<file path="src/rtl/hyperterm_tx.sv">
// UART transmitter for the COM interface: sends 16-bit words as two 8N1/8E1
// bytes (high byte first), gated by host RTS at byte boundaries.
module hyperterm_tx #(
    parameter int unsigned CLK_DIV   = 417,
    parameter bit          PARITY_EN = 1'b0
) (
    input  logic        clk,
    input  logic        rst_s,
    input  logic [15:0] data,
    input  logic        wren,
    output logic        ready,
    output logic        busy,
    input  logic        rts,
    output logic        tx,
    output logic [15:0] words_sent
);
    localparam int unsigned CW = (CLK_DIV > 2) ? $clog2(CLK_DIV) : 1;

    typedef enum logic [2:0] {IDLE, START, DATA, PARITY, STOP} state_t;

    state_t        state, state_nx;
    logic [CW-1:0] cnt;
    logic [2:0]    bit_cnt;
    logic [7:0]    shreg;
    logic [15:0]   word_buf;
    logic          byte_sel;
    logic          pending;
    logic          rts_meta, rts_s;
    logic          bit_done;
    logic          start_go;

    assign ready    = ~pending;
    assign busy     = pending;
    assign bit_done = (cnt == CW'(CLK_DIV - 1));
    assign start_go = pending && rts_s;

    always_ff @(posedge clk or posedge rst_s) begin
        if (rst_s) begin
            rts_meta <= 1'b0;
            rts_s    <= 1'b0;
        end else begin
            rts_meta <= rts;
            rts_s    <= rts_meta;
        end
    end

    always_ff @(posedge clk or posedge rst_s) begin
        if (rst_s) state <= IDLE;
        else       state <= state_nx;
    end

    always_comb begin
        state_nx = state;
        case (state)
            IDLE:    if (start_go) state_nx = START;
            START:   if (bit_done) state_nx = DATA;
            DATA:    if (bit_done && bit_cnt == 3'd7) state_nx = PARITY_EN ? PARITY : STOP;
            PARITY:  if (bit_done) state_nx = STOP;
            STOP:    if (bit_done) state_nx = IDLE;
            default: state_nx = IDLE;
        endcase
    end

    always_ff @(posedge clk or posedge rst_s) begin
        if (rst_s) begin
            cnt        <= '0;
            bit_cnt    <= '0;
            shreg      <= '0;
            word_buf   <= '0;
            byte_sel   <= 1'b0;
            pending    <= 1'b0;
            tx         <= 1'b1;
            words_sent <= '0;
        end else begin
            // baud counter restarts on every state change and is parked in IDLE
            if (state_nx != state || state == IDLE) cnt <= '0;
            else                                    cnt <= cnt + 1'b1;

            if (wren && !pending) begin
                word_buf <= data;
                byte_sel <= 1'b0;
                pending  <= 1'b1;
            end

            case (state)
                IDLE: begin
                    if (start_go) begin
                        shreg <= byte_sel ? word_buf[7:0] : word_buf[15:8];
                        tx    <= 1'b0;
                    end
                end
                START: begin
                    if (bit_done) begin
                        tx      <= shreg[0];
                        bit_cnt <= '0;
                    end
                end
                DATA: begin
                    if (bit_done) begin
                        if (bit_cnt == 3'd7) begin
                            tx <= PARITY_EN ? ^shreg : 1'b1;
                        end else begin
                            tx      <= shreg[bit_cnt + 3'd1];
                            bit_cnt <= bit_cnt + 3'd1;
                        end
                    end
                end
                PARITY: begin
                    if (bit_done) tx <= 1'b1;
                end
                STOP: begin
                    if (bit_done) begin
                        if (!byte_sel) begin
                            byte_sel <= 1'b1;
                        end else begin
                            pending    <= 1'b0;
                            words_sent <= words_sent + 16'd1;
                        end
                    end
                end
                default: tx <= 1'b1;
            endcase
        end
    end
endmodule

</file>
<file path="config.mk">
export PLATFORM = sky130hd
export DESIGN_NAME = hyperterm_tx
export DESIGN_NICKNAME = d
export VERILOG_FILES = /design/src/rtl/hyperterm_tx.sv
export SDC_FILE = /design/constraint.sdc
export NUM_CORES = 1
export LEC_CHECK = 0
export CORE_MARGIN = 2
export CORE_UTILIZATION = 50
export CTS_BUF_LIST = sky130_fd_sc_hd__clkbuf_8 sky130_fd_sc_hd__clkbuf_16
export DETAILED_ROUTE_END_ITERATION = 10
export PLACE_DENSITY = 0.75
export SETUP_SLACK_MARGIN = 0.15
export SYNTH_ARGS = -nofsm -noshare
export SYNTH_HDL_FRONTEND = slang
export SYNTH_SLANG_ARGS = --single-unit
</file>
<file path="constraint.sdc">
create_clock -name clk -period 3.7 [get_ports clk]
set_input_delay 0.925 -clock clk [delete_from_list [all_inputs] [get_ports clk]]
set_output_delay 0.925 -clock clk [all_outputs]
set_load 0.005 [all_outputs]
</file>
==> reports/results.tsv, run 1 <==
stage	metric	value	unit
final_layout	drive_gt1_share	15.0	%
sta	fin_crit	2280	ps
final_layout	layout_commonest_cell	dfrtp_1	
final_layout	stdcell_area	3430	um2
sta	max_freq	0.438	GHz
yosys	ys_top_cells_by_area	dfrtp_1 53%, mux2_2 7.3%, xor2_1 5.3%, mux2i_1 4.7%, nand2_1 2.6%	
power	p_leak	1.54	nW
worst_setup_path	crit_family	flip-flops	
power	pwr-share-seq	51.6	%
sta	drv_slew	0	
power	powerDensity	480	nW/um2
drt	routedWlPerCell	14.3	um
floorplan	num_rows	27	
worst_setup_path	cp_num_buf_inv	1	
clocking	clk_latency	340	ps
grt	globalRouteOverflowTotal	0	
worst_hold_path	hp-class	flip-flop to flip-flop	
drt	dr.pass1.iters	4	
worst_setup_path	crit_fanout	2	
final_layout	diodes	0	
floorplan	io_pins	39	
sta	period_share	61.7	%
yosys	synth_top_cell_area_share	53.0	%
worst_setup_path	worst_ep_required_time	2770	ps
floorplan	core	5440	um2
clocking	cts_resized	0	
yosys	synthesis.area	2780	um2
drt	vias	1955	
worst_setup_path	arrival	1360	ps
drt	ant_nets	0	
grt	grt_max_degree	24	
grt	grt_pass1_vias	1961	
clocking	postCtsSetupBuffers	0	
clocking	cts_tree	done	
yosys	synth_fp_nets	271	
worst_setup_path	critPathKind	flip-flop to output pin	
place	placed_area	3240	um2
grt	grt_usage	18.9	%
floorplan	start_util	51.2	%
clocking	hold_buffers	0	
sta	fin_tns_setup	0	ps
power	p_int	0.00122	W
worst_setup_path	end_kind	output pin	
place	hpwl	3.69	mm
power	p_clk_share	34.6	%
floorplan	die_h	78.6	um
floorplan	die_area	6180	um2
place	io_buffers	38	
sta	finalClockSkew	7.30	ps
yosys	syn-instance-count	246	
clocking	clock_sinks	60	
sta	final_hold_viol_count	0	
grt	grt_pass1_wl	8.91	mm
final_layout	area_growth	23.4	%
worst_setup_path	max_stage_delay	530	ps
drt	routed_wl	5.22	mm
final_layout	register_area	1500	um2
final_layout	fillers	443	
clocking	cts_root_buf	clkbuf_8	
sta	hold_slack	361	ps
sta	worst_pin_slew	605	ps
yosys	post-synth-top-area-cell	dfrtp_1	
yosys	async_flop_share	100	%
sta	rsz0062_at_grt	no	
worst_setup_path	cp_slowest_cell	dfstp_2	
yosys	syn_area_per_cell	11.3	um2
power	swShare	25.9	%
clocking	clk_pin_slew	60	ps
floorplan	die_w	78.6	um
final_layout	nets	313	
power	power_switching	0.000427	W
place	dp.cells	349	
yosys	seq_area_frac_synth	54.0	%
yosys	synthFlopType	dfrtp_1	
outcome	status	finished, final reports clean	
drt	viasPerCell	5.36	
job	maxCapViolCount	0	
final_layout	fin_cells	365	
drt	dr.first_iter.drc_count	134	
drt	drcViolationCount	0	
yosys	ys_ff_latch	60	
place	gp_congestion	0.810	
sta	relSlewSlack	59.4	%
yosys	yosys_warnings	0	
power	power.share.combinational	13.8	%
worst_setup_path	crit_chain	clkdlybuf4s50_1	
power	report.power.total	0.00165	W
clocking	cts_buffers	9	
clocking	cts_buffer_depth	2	
yosys	synth-edff-count	0	
worst_setup_path	worstSetupStartpointType	flip-flop	
grt	antenna_found_initial	0	
sta	setup_viol	0	
power	ir_drop	0.000261	V
final_layout	final_cell_mix	59 x dfrtp_1, 38 x clkdlybuf4s50_1, 19 x nand2_1	
yosys	synth_cell_types	40	
final_layout	multi_input_area	1210	um2
clocking	cts-htree-levels	3	
-- power by group through the flow --
stage / Clock (W) / Combinational, W / Sequential [W]
after floorplan: 0 / 0.000171 / 0.000834
after global placement: 0 / 0.000221 / 0.000856
after detailed placement: 0 / 0.000227 / 0.000862
after CTS: 0.000584 / 0.000232 / 0.000851
after global routing: 0.000610 / 0.000266 / 0.000866
final: 0.000571 / 0.000228 / 0.000850
-- flip-flops by register name, indices dropped and copies added (netlist names) --
register / cells
bit_cnt: 3
busy: 1
byte_sel: 1
cnt: 9
rts_meta: 1
rts_s: 1
shreg: 8
state: 3
tx: 1
word_buf: 16
words_sent: 16
-- metal layers --
layer	global-route usage, %	up-vias	part of all wire (%)	routed length, um
li1	-	948	-	-
met1	25.7	958	48	2490
met2	28.5	40	46	2430
met3	4.60	9	3.8	197
met4	9.47	0	2.0	107
met5	0	-	0	0
-- layout make-up --
cell class	count	area share (%)
Timing Repair Buffer	41	11.7
Inverter	9	0.984
Sequential cell	60	43.8
Multi-Input combinational cell	167	35.2
Tap cell	72	2.62
Clock buffer	11	4.41
Clock inverter	5	1.31
-- synth_stat cells (2+ instances only) --
library cell,instances
xor2_1,17
nor4_1,2
o31ai_1,2
nand4_1,5
nor2b_1,2
nor2_1,12
nand3_1,9
a22o_2,2
dfrtp_1,59
o21ai_0,11
inv_1,9
clkbuf_1,8
ha_1,5
nand2b_1,2
nor3b_1,3
mux2i_1,13
a21oi_1,13
mux2_2,18
nor3_1,9
and4_1,3
nand2_1,19
xnor2_1,5
-- kinds of logic after synthesis --
family	share of synthesized area, %
adders and majority gates	2.25
and+or+nand+nor	15.1
AOI/OAI and AO/OA	7.19
xor gates and xnor gates	6.92
muxes	12.0
DFF	54.0
buffers and inverters	2.61
-- worst paths after layout --
kind	from	endpoint	slack [ps]	cells past startpoint
hold reg to reg	rts_meta	rts_s	360	0
setup / recovery	tx	tx	1420	1
max in group asynchronous	rst_s	shreg[7]	2240	3
hold / removal	rts_meta	rts_s	360	0
setup reg to reg	cnt[0]	bit_cnt[0]	1650	6
min in group asynchronous	rst_s	cnt[2]	860	2
-- stage by stage --
step / setup WS, ps / utilization, %
after floorplan: 1290 / -
after global placement: 1450 / 59.5
after detailed placement: 1400 / 59.5
after CTS: 1400 / 63.1
after global routing: 1380 / 63.1
final: 1420 / 63.1
(Power assumes the default switching activity.)
==> inputs of run 2 (changes only) <==
Clock period 3.7 ns to 2.3 ns, I/O delays scaled along.
==> run 2 against run 1 <==
Compared with the run above:
- total power grew 67%
- core utilization is 0.87 points higher
- wire length down 2.8%
- sequential cell count did not move
- sequential share of layout area fell by 0.60 points
- global-route usage decreased by 0.64 points
- via count is 0.72% lower
- cell area grew 1.4%
- register-to-register slack lost 1300 ps
==> reports/results.tsv, run 2 (synthesis gave the netlist of run 1 again) <==
stage	metric	value	unit	change
final_layout	utilization	64.0	%	+0.87 points
final_layout	drive_gt1_share	16.6	%	+1.6 points
clocking	clk_latency	340	ps	about the same
place	dp_slack	357	ps	-1040 ps
worst_setup_path	worst_ep_required_time	2530	ps	-240 ps
final_layout	nets	315		+0.64%
grt	grt_usage	18.3	%	-0.64 points
worst_setup_path	reg2reg_from	cnt[0]		
worst_setup_path	arrival	2190	ps	+830 ps
drt	routedWlPerCell	13.8	um	-3.3%
power	powerDensity	793	nW/um2	+65%
sta	drv_slew	0		unchanged
final_layout	area_growth	25.1	%	
final_layout	fillers	414		-6.5%
sta	period_share	85.4	%	
grt	antenna_found_initial	0		unchanged
floorplan	die_area	6180	um2	unchanged
clocking	cts_root_buf	clkbuf_8		
sta	finalClockSkew	8.16	ps	+0.866 ps
grt	grt_pass1_wl	8.67	mm	-2.8%
floorplan	num_rows	27		unchanged
clocking	cts_buffer_depth	2		unchanged
worst_setup_path	reg2reg_to	bit_cnt[0]		
drt	drcViolationCount	0		unchanged
place	gp_congestion	0.775		-4.3%
final_layout	fin_cells	367		+0.55%
sta	worst_pin_slew	501	ps	-104 ps
sta	max_freq	0.509	GHz	
final_layout	layout_commonest_cell	dfrtp_1		
worst_hold_path	hp-class	flip-flop to flip-flop		
final_layout	final_cell_mix	59 x dfrtp_1, 38 x clkdlybuf4s50_1, 19 x nand2_1		
clocking	cts-htree-levels	3		unchanged
job	maxCapViolCount	0		unchanged
clocking	hold_buffers	0		unchanged
sta	setup_viol	0		unchanged
floorplan	die_h	78.6	um	unchanged
place	hpwl	3.61	mm	-2.0%
final_layout	reg.largest.list	word_buf (16), words_sent (16), cnt (9)		
worst_setup_path	end_kind	flip-flop		
grt	grt_max_degree	34		+42%
drt	routed_wl	5.08	mm	-2.8%
grt	grt_pass1_vias	1850		-5.7%
grt	globalRouteOverflowTotal	0		unchanged
drt	dr.first_iter.drc_count	106		-21%
sta	layout_setup_ws	336	ps	-1080 ps
clocking	clock_sinks	60		unchanged
sta	relSlewSlack	66.3	%	+6.9 points
sta	final_hold_viol_count	0		unchanged
worst_setup_path	critPathKind	flip-flop to flip-flop		
clocking	cts_tree	done		
worst_hold_path	min_from	rts_meta		
sta	fin_tns_setup	0	ps	unchanged
place	io_buffers	38		unchanged
clocking	cts_buffers	9		unchanged
power	p_leak	1.56	nW	+1.1%
clocking	clk_pin_slew	70	ps	about the same
floorplan	core	5440	um2	unchanged
drt	vias	1941		-0.72%
power	ir_drop	0.000565	V	+120%
floorplan	io_pins	39		unchanged
drt	ant_nets	0		unchanged
worst_setup_path	crit_fanout	7		+5
outcome	status	finished, final reports clean		
floorplan	start_util	51.2	%	unchanged
worst_setup_path	rr_worst_depth	6		unchanged
worst_setup_path	worstSetupStartpointType	flip-flop		
final_layout	diodes	0		unchanged
clocking	cts_resized	0		unchanged
sta	rsz0062_at_grt	no		
drt	viasPerCell	5.29		-1.3%
sta	fin_crit	1960	ps	
worst_setup_path	rrSetupSlack	340	ps	-1310 ps
drt	dr.pass1.iters	4		unchanged
worst_hold_path	holdPathStages	0		unchanged
clocking	postCtsSetupBuffers	0		unchanged
place	dp.cells	351		+0.57%
worst_hold_path	min_delay_worst_endpoint	rts_s		
floorplan	die_w	78.6	um	unchanged
run 2: changes by cell type in the layout (fill, tap and decap cells not counted), sizes merged:
cell	previous run	this run
clkinv	0	3
inv	13	10
buf	3	5
bufinv	1	2
clkbuf	11	10
run 2: final cells by class:
cell class	count	area, um2	share of cell area (%)
Inverter	9	33.8	0.970
Tap cell	72	90.1	2.59
Clock buffer	10	138	3.95
Clock inverter	6	78.8	2.26
Multi-Input combinational cell	167	1210	34.7
Timing Repair Buffer	43	430	12.4
Sequential cell	60	1500	43.2
run 2: how the worst max path moves through the flow:
stage | slack [ps] | from | end | cells after the start
floorplan | 240 | rst_s | bit_cnt[0] | 1
global placement | 400 | wren | word_buf[3] | 4
detailed placement | 360 | cnt[0] | bit_cnt[0] | 6
CTS | 340 | cnt[0] | bit_cnt[0] | 6
global route | 180 | cnt[0] | bit_cnt[0] | 6
finish | 340 | cnt[0] | bit_cnt[0] | 6
run 2: stage by stage:
stage	area, um2	total power (W)	hold slack, ps
final	3480	0.00276	354
after global routing	3480	0.00291	362
after CTS	3480	0.00279	358
after detailed placement	3270	0.00176	345
after global placement	3270	0.00173	334
after floorplan	2780	0.00162	331
run 2: where the power goes:
group          internal (W)  switching [W]
logic              0.000201       0.000171
registers           0.00122       0.000136
clock network      0.000629       0.000401
total               0.00205       0.000708
run 2: worst max-delay path: stages (launching register included):
cell and delay (ps):
dfrtp_1 440, inv_1 80, ha_1 140, and4b_1 340, nand2_1 180, or3_4 410, mux2_2 270
run 2: layer usage:
layer | GRT usage [%] | share of wire [%]
met4 | 8.42 | 2.3
met1 | 26.7 | 50
met3 | 4.83 | 2.8
met5 | 0 | 0
met2 | 25.5 | 45
